$ cat src/rtl/flash_loader.sv
// rtl/flash_loader.sv - boot copier from SPI flash (mode 0 sequential read) into the cache write port
// FLASH_LOADER_FAST_READ_EN selects fast read 0x0B with 8 dummy clocks; default is read 0x03.
module flash_loader #(
  parameter int unsigned STARTUP_WAIT   = 1_000_000,
  parameter int unsigned CLK_DIV        = 1,
  parameter logic [23:0] FLASH_START    = 24'h0,
  parameter logic [31:0] RAM_START      = 32'h0,
  parameter logic [31:0] TRANSFER_BYTES = 32'h0010_0000
) (
  input  logic        clk,
  input  logic        rst,
  input  logic        start,
  output logic        busy,
  output logic        done,
  output logic        ready,
  output logic [31:0] cache_address,
  output logic [31:0] cache_data_in,
  output logic [3:0]  cache_write_enable,
  input  logic        cache_busy,
  output logic        flash_clk,
  output logic        flash_mosi,
  input  logic        flash_miso,
  output logic        flash_cs
);

`ifdef FLASH_LOADER_FAST_READ_EN
  localparam logic [7:0] READ_CMD = 8'h0B;
`else
  localparam logic [7:0] READ_CMD = 8'h03;
`endif
  localparam logic [7:0] DIV_LAST = 8'(CLK_DIV - 1);

  localparam logic [3:0] S_POWER_WAIT = 4'd0;
  localparam logic [3:0] S_READY      = 4'd1;
  localparam logic [3:0] S_CMD        = 4'd2;
  localparam logic [3:0] S_ADDR       = 4'd3;
  localparam logic [3:0] S_DUMMY      = 4'd4;
  localparam logic [3:0] S_READ       = 4'd5;
  localparam logic [3:0] S_WRITE      = 4'd6;
  localparam logic [3:0] S_WRITE_WAIT = 4'd7;
  localparam logic [3:0] S_DONE       = 4'd8;

  logic [3:0]  state_q, state_d;
  logic [31:0] wait_q, wait_d;
  logic [7:0]  div_q, div_d;
  logic        sclk_q, sclk_d, mosi_q, mosi_d, cs_q, cs_d;
  logic [4:0]  bit_q, bit_d;
  logic [31:0] tx_q, tx_d;
  logic [7:0]  rx_q, rx_d;
  logic [31:0] word_q, word_d;
  logic [2:0]  lane_q, lane_d;
  logic [31:0] remain_q, remain_d;
  logic [31:0] addr_q, addr_d, wdata_q, wdata_d;
  logic [3:0]  we_q, we_d;
  logic        first_q, first_d, busy_q, busy_d, done_q, done_d, ready_q, ready_d;

  logic       tick, shifting, phase_end, hold_ok;
  logic [4:0] bit_next;
  logic [3:0] tail_mask;

  always_comb begin
    state_d = state_q;  wait_d = wait_q;   div_d = div_q;     sclk_d = sclk_q;
    mosi_d = mosi_q;    cs_d = cs_q;       bit_d = bit_q;     tx_d = tx_q;
    rx_d = rx_q;        word_d = word_q;   lane_d = lane_q;   remain_d = remain_q;
    addr_d = addr_q;    wdata_d = wdata_q; we_d = we_q;       first_d = first_q;
    busy_d = busy_q;    done_d = done_q;

    tick      = (div_q == DIV_LAST);
    shifting  = (state_q == S_CMD) || (state_q == S_ADDR) || (state_q == S_DUMMY) || (state_q == S_READ);
    phase_end = shifting && tick && sclk_q;
    hold_ok   = (div_q >= DIV_LAST);
    bit_next  = bit_q + 5'd1;

    case (lane_q)
      3'd1:    tail_mask = 4'b0001;
      3'd2:    tail_mask = 4'b0011;
      3'd3:    tail_mask = 4'b0111;
      default: tail_mask = 4'b1111;
    endcase

    // Shared SCLK engine: rising edge samples MISO, falling edge presents the next MOSI bit.
    if (shifting) begin
      if (tick) begin
        div_d  = '0;
        sclk_d = ~sclk_q;
      end else begin
        div_d = div_q + 8'd1;
      end
      if (tick && !sclk_q) rx_d = {rx_q[6:0], flash_miso};
      if (phase_end) begin
        mosi_d = tx_q[31];
        tx_d   = {tx_q[30:0], 1'b0};
        bit_d  = bit_next;
      end
    end else if ((state_q == S_WRITE) || (state_q == S_WRITE_WAIT)) begin
      // Keeps counting from the last falling edge so CS release can honour the SCLK-low hold.
      if (div_q != 8'hFF) div_d = div_q + 8'd1;
    end

    case (state_q)
      S_POWER_WAIT: begin
        if (wait_q >= STARTUP_WAIT) state_d = S_READY;
        else wait_d = wait_q + 32'd1;
      end
      S_READY: begin
        if (start) begin
          addr_d   = RAM_START;
          remain_d = TRANSFER_BYTES;
          done_d   = 1'b0;
          busy_d   = 1'b1;
          if (TRANSFER_BYTES == 32'd0) begin
            state_d = S_DONE;
          end else begin
            cs_d    = 1'b0;
            mosi_d  = READ_CMD[7];
            tx_d    = {READ_CMD[6:0], FLASH_START, 1'b0};
            div_d   = '0;
            sclk_d  = 1'b0;
            bit_d   = '0;
            lane_d  = '0;
            word_d  = '0;
            state_d = S_CMD;
          end
        end
      end
      S_CMD: if (phase_end && bit_next == 5'd8) begin
        bit_d   = '0;
        state_d = S_ADDR;
      end
      S_ADDR: if (phase_end && bit_next == 5'd24) begin
        bit_d = '0;
`ifdef FLASH_LOADER_FAST_READ_EN
        state_d = S_DUMMY;
`else
        state_d = S_READ;
`endif
      end
      S_DUMMY: if (phase_end && bit_next == 5'd8) begin
        bit_d   = '0;
        state_d = S_READ;
      end
      S_READ: if (phase_end && bit_next == 5'd8) begin
        bit_d    = '0;
        word_d[{lane_q[1:0], 3'b000} +: 8] = rx_q;
        lane_d   = lane_q + 3'd1;
        remain_d = remain_q - 32'd1;
        if (lane_q == 3'd3 || remain_q == 32'd1) state_d = S_WRITE;
      end
      S_WRITE: if (!cache_busy) begin
        wdata_d = word_q;
        we_d    = tail_mask;
        first_d = 1'b1;
        state_d = S_WRITE_WAIT;
      end
      S_WRITE_WAIT: begin
        first_d = 1'b0;
        if (we_q != 4'd0) begin
          if (!cache_busy && !first_q) begin
            we_d   = 4'd0;
            addr_d = addr_q + 32'd4;
            if (remain_q != 32'd0) begin
              div_d   = '0;
              lane_d  = '0;
              word_d  = '0;
              state_d = S_READ;
            end else if (hold_ok) begin
              cs_d    = 1'b1;
              state_d = S_DONE;
            end
          end
        end else if (hold_ok) begin
          cs_d    = 1'b1;
          state_d = S_DONE;
        end
      end
      S_DONE: begin
        busy_d  = 1'b0;
        done_d  = 1'b1;
        state_d = S_READY;
      end
      default: state_d = S_POWER_WAIT;
    endcase

    ready_d = (state_d == S_READY);
  end

  always_ff @(posedge clk) begin
    if (rst) begin
      state_q <= S_POWER_WAIT; wait_q <= '0;  div_q <= '0;    sclk_q <= 1'b0;
      mosi_q <= 1'b0;          cs_q <= 1'b1;  bit_q <= '0;    tx_q <= '0;
      rx_q <= '0;              word_q <= '0;  lane_q <= '0;   remain_q <= '0;
      addr_q <= '0;            wdata_q <= '0; we_q <= '0;     first_q <= 1'b0;
      busy_q <= 1'b0;          done_q <= 1'b0; ready_q <= 1'b0;
    end else begin
      state_q <= state_d;      wait_q <= wait_d;   div_q <= div_d;     sclk_q <= sclk_d;
      mosi_q <= mosi_d;        cs_q <= cs_d;       bit_q <= bit_d;     tx_q <= tx_d;
      rx_q <= rx_d;            word_q <= word_d;   lane_q <= lane_d;   remain_q <= remain_d;
      addr_q <= addr_d;        wdata_q <= wdata_d; we_q <= we_d;       first_q <= first_d;
      busy_q <= busy_d;        done_q <= done_d;   ready_q <= ready_d;
    end
  end

  assign busy               = busy_q;
  assign done               = done_q;
  assign ready              = ready_q;
  assign cache_address      = addr_q;
  assign cache_data_in      = wdata_q;
  assign cache_write_enable = we_q;
  assign flash_clk          = sclk_q;
  assign flash_mosi         = mosi_q;
  assign flash_cs           = cs_q;

endmodule

$ cat config.mk
export PLATFORM = sky130hd
export DESIGN_NAME = flash_loader
export DESIGN_NICKNAME = d
export VERILOG_FILES = /design/src/rtl/flash_loader.sv
export SDC_FILE = /design/constraint.sdc
export NUM_CORES = 1
export LEC_CHECK = 0
export BUFFER_PORTS_ARGS = -buffer_cell sky130_fd_sc_hd__buf_4
export CAP_MARGIN = 30
export CELL_PAD_IN_SITES_DETAIL_PLACEMENT = 2
export CELL_PAD_IN_SITES_GLOBAL_PLACEMENT = 2
export CORE_UTILIZATION = 34
export CTS_BUF_LIST = sky130_fd_sc_hd__clkbuf_4 sky130_fd_sc_hd__clkbuf_8
export CTS_CLUSTER_DIAMETER = 100
export DETAILED_ROUTE_END_ITERATION = 12
export GPL_ROUTABILITY_DRIVEN = 0
export PLACE_DENSITY = 0.87
export SYNTH_ARGS = -nofsm -noshare
export SYNTH_HDL_FRONTEND = slang
export SYNTH_SLANG_ARGS = --single-unit
$ cat constraint.sdc
create_clock -name clk -period 2.35 [get_ports clk]
set_clock_uncertainty 0.1 [all_clocks]
set_input_delay 0.1175 -clock clk [delete_from_list [all_inputs] [get_ports clk]]
set_output_delay 0.1175 -clock clk [all_outputs]
set_load 0.01 [all_outputs]
======== Yosys cells after proc, flatten, opt, wreduce, memory -nomap -nowiden ========
Cells that the tools add are included.
storage, ports and cells
  register bits after elaboration ......... 231
  input bits .............................. 5
  output and inout bits ................... 74
  word-level logic and storage cells ...... 166
cells by class
  $add $sub $neg .......................... 7
  order comparisons ....................... 2
  equal/unequal tests ..................... 24
  shift-type cells ........................ 2
  mux-type cells .......................... 75
  bitwise operators ....................... 3
  reductions and logical operators ........ 34
operators with widths
  kind                                                                                    number
  32-bit 2-to-1 mux                                                                       13
  32-bit one-hot mux with 2 select lines                                                  2
  32-bit one-hot mux with 3 select lines                                                  1
  8-bit 2-to-1 mux                                                                        8
  4-bit 2-to-1 mux                                                                        15
  4-bit one-hot mux with 9 select lines                                                   1
  32-bit by 1-bit adder with 32-bit output (second input constant)                        1
  32-bit by 3-bit adder with 32-bit output (second input constant)                        1
  32-bit bitwise mux                                                                      1
  32-bit by 1-bit equality test with 1-bit output (second input constant)                 1
  32-bit by 20-bit greater-or-equal comparator with 1-bit output (second input constant)  1
  32-bit nonzero test                                                                     1
  8-bit by 7-bit variable shift with 32-bit output (first input constant)                 1
  8-bit by 7-bit indexed part select with 32-bit output                                   1
  32-bit by 1-bit subtractor with 32-bit output (second input constant)                   1
  5-bit 2-to-1 mux                                                                        5
  4-bit by 3-bit equality test with 1-bit output (second input constant)                  4
  8-bit one-hot mux with 2 select lines                                                   1
  1-bit 2-to-1 mux                                                                        15
  3-bit 2-to-1 mux                                                                        5
  5-bit one-hot mux with 3 select lines                                                   1
  4-bit one-hot mux with 3 select lines                                                   1
  4-bit AND reduction                                                                     3
  2-bit AND reduction                                                                     5
  32 further kinds                                                                        58

======== Logic depth before layout (Yosys ltp) ========
Gate-level depths: netlist (run 1).
  depth after elaboration ................. 10
  mapped depth ............................ 10
  gate-level depth less buffers ........... 8

======== Worst setup path before layout (run 1) ========
Ideal clock, no wire load.
  path type ............................... register to register
  from .................................... register state_q[3]
  to ...................................... register wait_q[6]
  setup time .............................. 70 ps
  arrival ................................. 2386 ps
  data required time ...................... 2180 ps
  setup slack ............................. -207 ps
  cell stages (with the launch flop) ...... 7
  path buffers ............................ 1
  period minus slack after synthesis ...... 2557 ps
  cells stage by stage .................... dfxtp_1 -> buf_6 -> or4_1 -> or4_4 -> a2111o_1 -> or3_1 -> a21oi_1
between the ends
  word-level cells in the longest chain between the ends .. 2
ends and longest elaborated chain
  what                           line  source
  from (decl)                    43    logic [3:0] state_q, state_d;
  from (signal assigned)         195   state_q <= state_d; wait_q <= wait_d; div_q <= div_d; sclk_q <= sclk_d;
  4-bit logical NOT              100   case (state_q)
  2-bit AND reduction (no line)  --
  to (signal assigned)           195
  to (decl)                      44    logic [31:0] wait_q, wait_d;
No other way between the ends.
A chain may end at the register's enable or synchronous reset.

======== Final worst setup path (run 1) ========
  from .................................... register remain_q[16]
  to ...................................... register remain_q[30]
between the ends
  word-level cells in the longest chain between the ends .. 3
ends and longest elaborated chain
  what                                           line  source
  from (decl)                                    52    logic [31:0] remain_q, remain_d;
  from (signal assigned)                         197   rx_q <= rx_d; word_q <= word_d; lane_q <= lane_d; remain_q <= remain_d;
  32-bit by 1-bit subtractor with 32-bit output  146   remain_d = remain_q - 32'd1;
  32-bit 2-to-1 mux                              142   S_READ: if (phase_end && bit_next == 5'd8) begin
  32-bit one-hot mux with 2 select lines         100
No other way between the ends. The select of a mux whose other input is x is not followed.

==> out/qor.txt, run 1 <==
Vias: 11,230
Mapped Area: 9883 sq um
first-pass GRT wire length: 73.20 mm
Hold Vio Cnt, Final: 0
Adder-Cell Fraction of Synth Area: 2.279%
FF-to-FF path depth: 10
DR DRC count: 0
CTS tree: done
outcome: finished with violations
Main synth FF type: dfxtp_1
Pleak: 5.468 nW
Max Slew Vio Count: 0
GRT Util Overall: 32.63%
crit path DAT: 3330 ps
layout cells sized above 1: 37.25%
clk sinks: 229
Final min period: 2944 ps
DR WL/cell: 32.61 microns
Post-synth EDFFs: 0
Die X-Extent: 172.5 microns
period utilisation layout: 125.3%
largest net degree at the start of global routing: 60
first drt pass iteration count: 5
IO Port Bufs: 76
hold-critical path endpoint: busy
Post-Synth XOR/XNOR Area: 6.824%
Hold Path Class: input port to flop
Crit Reg-Reg Endpoint: remain_q[30]
R2R Setup Slk: -590 ps
commonest non-fill, non-tap cell in the layout: buf_4
Seq cells post-synth: 229
placed insts: 1,685
setup TNS: -39,240 ps
Synth Area in Compound Gates: 14.32%
post-synthesis mux area share: 0.2152%
fraction of registers with async set/reset: 0%
Vias per Instance: 6.105
FMAX: 0.3397 GHz
DIE HEIGHT: 172.5 microns
YS warnings: 0
NumNets Final: 1,450
Post-Syn Area per Cell: 8.369 sq um
WHS Path Cells: 4
Synth Area in Simple Gates: 26.00%
post-route insts no fill: 1,839
RSZ-0062 raised after global routing: yes
Num CTS Buffers: 41
Root Driver: clkbuf_8
Max rail drop VDD: 0.3937 mV
vias in the first global route: 11,750
WL final: 59.96 mm
max_cap viols: 0
Crit Reg-Reg Startpoint: remain_q[16]
DR iter-0 viols: 852
WS Path Type: flop to flop
num rows: 62
setup violators final: 172
Cells after Synth: 1,181
min-delay src: start
violated checks: setup timing
Worst-path clk slew: 70 ps
commonest cells after routing, fill and taps aside: 217 x buf_4, 215 x dfxtp_1, 168 x nand2_1
H-tree levels: 2
Top-Level Pins: 79
Yosys cell types: 66
fillers: 2,944
Seq/Total Area, Yosys: 46.39%
critical-path maximum fanout: 2
full die area: 29,750 sq um
Routed Antenna Nets: 0
GRT overflow: 0
power per cell area: 559.3 nW/um^2
Final HPWL DP: 22.84 mm
Required @ worst endpoint: 2740 ps
antenna diode count: 0
relative slew slack: 36.56%
core area: 28,630 sq um
pin slew with the least headroom to its limit: 948.9 ps
Initial Util: 34.53%
fin worst setup slack: -593.9 ps
CP endpoint kind: flop
initial antenna violation count: 0
Hold WS: 31.27 ps
crit start category: flop
clk buf depth: 3
main combinational cell family by area after synthesis: simple AND/OR/NAND/NOR gates
Syn-to-layout area delta: 48.87%
worst skew pair latency: 600 ps
[cells by family after synthesis]
kind of cell,count (synthesis)
other,1
flip-flops,229
XOR/XNOR,77
buffers and inverters,98
multiplexers,2
AND/OR/NAND/NOR,514
adder cells (fa/ha/maj),18
AO/OA/AOI/OAI,242
[layer usage]
| metal | track usage (%) | up-vias | part of all wire, % |
|---|---|---|---|
| li1 | - | 4643 | - |
| met1 | 35.04 | 5658 | 36 |
| met2 | 60.01 | 604 | 50 |
| met3 | 6.546 | 323 | 5.9 |
| met4 | 17.12 | 0 | 7.5 |
| met5 | 0 | - | 0 |
[Yosys cell counts, drive strengths merged (7+ instances only)]
master / count / area (sq um)
dfxtp: 229 / 4584
nand2: 173 / 649.4
a21oi: 134 / 670.6
nor2: 107 / 401.6
clkbuf: 65 / 246.5
nand4: 59 / 369.1
xnor2: 45 / 394.1
o21ai: 42 / 210.2
nand3: 34 / 170.2
xor2: 32 / 280.3
nor3: 24 / 130.1
inv: 23 / 86.33
or3: 20 / 130.1
ha: 18 / 225.2
a211oi: 17 / 127.6
nor2b: 17 / 106.4
or4: 14 / 112.6
nor4: 12 / 96.34
a2111oi: 11 / 96.34
and2: 10 / 62.56
buf: 10 / 56.29
nand2b: 10 / 62.56
and3: 8 / 50.05
and4: 7 / 61.31
[final cells by class]
type | instances | area [sq um] | share of cell area, %
Multi-Input combinational cell | 856 | 6215 | 42.24
Sequential cell | 229 | 4609 | 31.33
Timing Repair Buffer | 276 | 2481 | 16.86
Clock buffer | 63 | 798.3 | 5.426
Tap cell | 384 | 480.5 | 3.266
Inverter | 23 | 86.33 | 0.5868
Clock inverter | 8 | 42.54 | 0.2891
[worst max-delay path: stages (launching register included)]
cell and delay, ps:
dfxtp_2 330, or4_4 570, buf_6 150, buf_6 110
buf_6 110, nor4_4 150, buf_4 190, nand4_1 270
a2111oi_4 470, xnor2_1 160, nor2_1 250
[worst max-delay path by stage]
stage / startpoint / endpoint / slack [ps] / cells past startpoint
after global placement: div_q[0] / ready / -430 / 10
after detailed placement: div_q[0] / ready / -470 / 9
after global routing: remain_q[16] / remain_q[30] / -610 / 10
final: remain_q[16] / remain_q[30] / -590 / 10
after CTS: remain_q[30] / word_q[20] / -260 / 8
after floorplan: remain_q[30] / div_q[6] / -20 / 6
[through the flow]
stage          cell area (sq um)  utilization (%)  setup WS [ps]  power [mW]
3_3_place_gp               11710            40.89         -425.3       4.084
3_5_place_dp               11710            40.89         -473.6       4.088
6_report                   14710            51.40         -593.9       8.229
2_1_floorplan               9975                -         -18.76       4.047
5_1_grt                    14710            51.40         -614.1       8.377
4_1_cts                    13660            47.71         -261.1       8.031
[power breakdown]
part | total [mW] | switching, mW | internal, mW
Clock | 4.18 | 2.02 | 2.16
Sequential | 3.89 | 0.00888 | 3.88
Combinational | 0.157 | 0.118 | 0.0396
[registers in the layout (all words and copies together), names as in the netlist, 8 cells and up]
register / cells
cache_address: 30
cache_data_in: 32
div_q: 8
remain_q: 32
rx_q: 8
tx_q: 32
wait_q: 32
word_q: 32
[repair_timing]
action,in CTS,in global routing
setup endpoints to repair,102,166
hold endpoints to repair,35,0
gates resized for setup,166,152
pin swaps,80,75
cloned,6,3
setup buffers,28,49
hold buffers,3,0
Power figures use the tool's default switching activity.
==> inputs of run 2 (changes only) <==
--- a/config.mk
+++ b/config.mk
@@ -14,6 +14,7 @@
 export CTS_CLUSTER_DIAMETER = 100
 export DETAILED_ROUTE_END_ITERATION = 12
 export GPL_ROUTABILITY_DRIVEN = 0
+export HOLD_SLACK_MARGIN = 0.06
 export PLACE_DENSITY = 0.87
 export SYNTH_ARGS = -nofsm -noshare
 export SYNTH_HDL_FRONTEND = slang
==> run 2 against run 1 <==
The run still ends with setup timing left. Worst setup slack got worse by 6.1 ps. Die area unchanged. Global-route usage is 0.21 points lower. Clock power grew 1%. Non-clock buffer count fell by 10. Flip-flop and latch count unchanged. Worst hold slack gained 290 ps. Cell count decreased by 0.54%. Critical path depth fell by 1.
==> out/qor.txt, run 2 (same netlist as run 1, synthesis figures left out) <==
outcome: finished with violations
violated checks: setup timing
Final min period: 2950 ps
FMAX: 0.3390 GHz
Syn-to-layout area delta: 48.23%
pin slew with the least headroom to its limit: 946.0 ps
DR WL/cell: 32.31 microns
Initial Util: 34.53%
Power, Total: 8.275 mW
Worst-path clk slew: 90 ps
antenna diode count: 0
area of the multi-input gates: 6212 sq um
clk buf depth: 3
Pleak: 5.419 nW
DR DRC count: 0
GRT overflow: 0
WL final: 59.09 mm
Max rail drop VDD: 0.3461 mV
fin worst setup slack: -600.0 ps
CP max stage delay: 580 ps
IO Port Bufs: 76
largest net degree at the start of global routing: 60
register area: 4609 sq um
Hold Path Class: input port to flop
period utilisation layout: 125.5%
Placement Cell Area: 11,710 sq um
first drt pass iteration count: 5
Required @ worst endpoint: 2700 ps
vias in the first global route: 11,680
Num CTS Buffers: 41
max_cap viols: 0
layout cells sized above 1: 36.82%
Vias per Instance: 6.077
Setup crit end: word_q[6]
Post-Layout Inst Area: 14,650 sq um
first-pass GRT wire length: 72.88 mm
fillers: 2,930
Post-Place Worst Slack: -473.6 ps
worst skew pair latency: 620 ps
NumNets Final: 1,440
relative slew slack: 36.75%
setup violators final: 142
CP endpoint kind: flop
num rows: 62
FF-to-FF path depth: 9
Hold Vio Cnt, Final: 0
H-tree levels: 2
RSZ-0062 raised after global routing: yes
Top-Level Pins: 79
Die X-Extent: 172.5 microns
crit-path most repeated cell: buf_4
critical path cell sequence: or4_4, or3_4, nor4_4, buf_4, o211ai_1, buf_4, buf_8, nand4_1, a21oi_1
WS Path Type: flop to flop
Routed Antenna Nets: 0
R2R Setup Slk: -600 ps
Crit Reg-Reg Startpoint: remain_q[30]
critical-path maximum fanout: 8
crit path DAT: 3300 ps
Worst Setup SP: remain_q[30]
CP max stage cell: or4_4
DR iter-0 viols: 770
CTS tree: done
crit start category: flop
commonest non-fill, non-tap cell in the layout: dfxtp_1
DIE HEIGHT: 172.5 microns
Root Driver: clkbuf_8
GRT Util Overall: 32.42%
Vias: 11,120
power per cell area: 564.9 nW/um^2
clk sinks: 229
initial antenna violation count: 2
core area: 28,630 sq um
Final HPWL DP: 22.84 mm
Crit Reg-Reg Endpoint: word_q[6]
full die area: 29,750 sq um
commonest cells after routing, fill and taps aside: 215 x dfxtp_1, 206 x buf_4, 167 x nand2_1
Max Slew Vio Count: 0
-- run 2: changes by cell type in the layout (fill, tap and decap cells not counted), moves of 2 or more --
cell / previous run / this run
o21ai_1: 11 / 9
nor4_1: 4 / 6
buf_4: 217 / 206
buf_6: 35 / 33
-- run 2: area by class of cell --
| type | count | area share, % |
|---|---|---|
| multi-input cells | 856 | 42.40 |
| flip-flops and latches | 229 | 31.46 |
| repair buffers | 266 | 16.53 |
| clock buffers | 63 | 5.449 |
| well taps | 384 | 3.280 |
| inverters | 23 | 0.5893 |
| clock inverters | 8 | 0.2904 |
-- run 2: worst min path at each step --
stage                           from  endpoint  cells after the start
after floorplan           flash_miso   rx_q[0]                      2
after global placement    flash_miso   rx_q[0]                      3
final                     flash_miso   rx_q[0]                      4
after CTS                 flash_miso   rx_q[0]                      4
after detailed placement  flash_miso   rx_q[0]                      3
after global routing      flash_miso   rx_q[0]                      4
-- run 2: metal layers --
metal | wire length [microns] | GRT usage [%] | up-vias
met1 | 22010 | 34.93 | 5635
met4 | 4155 | 16.39 | 4
li1 | - | - | 4611
met3 | 3361 | 6.638 | 293
met5 | 27 | 0 | -
met2 | 29540 | 59.64 | 572
-- run 2: report_power, final --
part | leakage (nW) | total (mW) | internal (mW) | switching [mW]
combinational | 3.12 | 0.158 | 0.0408 | 0.117
sequential | 1.85 | 3.89 | 3.88 | 0.00833
clock | 0.452 | 4.23 | 2.16 | 2.07
total | 5.42 | 8.28 | 6.08 | 2.19
-- run 2: critical path, delay by kind of cell, from the launching register on --
kind,cells,cell delay (ps)
simple gates,4,1500
flops,1,340
buf+inv,3,590
compound gates,2,260
-- run 2: what timing repair did --
| action | in CTS | in global routing |
|---|---|---|
| endpoints found under the hold margin | 50 | 0 |
| setup buffers | 28 | 38 |
| resized for setup | 166 | 151 |
| pin swaps | 80 | 76 |
| endpoints found under the setup margin | 102 | 166 |
| cloned | 6 | 3 |
| hold buffers | 4 | 0 |
-- run 2: per-stage QoR --
stage | instances | hold slack [ps] | setup TNS, ps | utilization [%]
floorplan | 1182 | 165.0 | -26.16 | -
global placement | 1685 | 302.2 | -13010 | 40.89
detailed placement | 1685 | 314.8 | -19700 | 40.89
CTS | 1794 | 269.8 | -11680 | 47.75
global route | 1829 | 338.8 | -38720 | 51.18
finish | 1829 | 319.5 | -35860 | 51.18
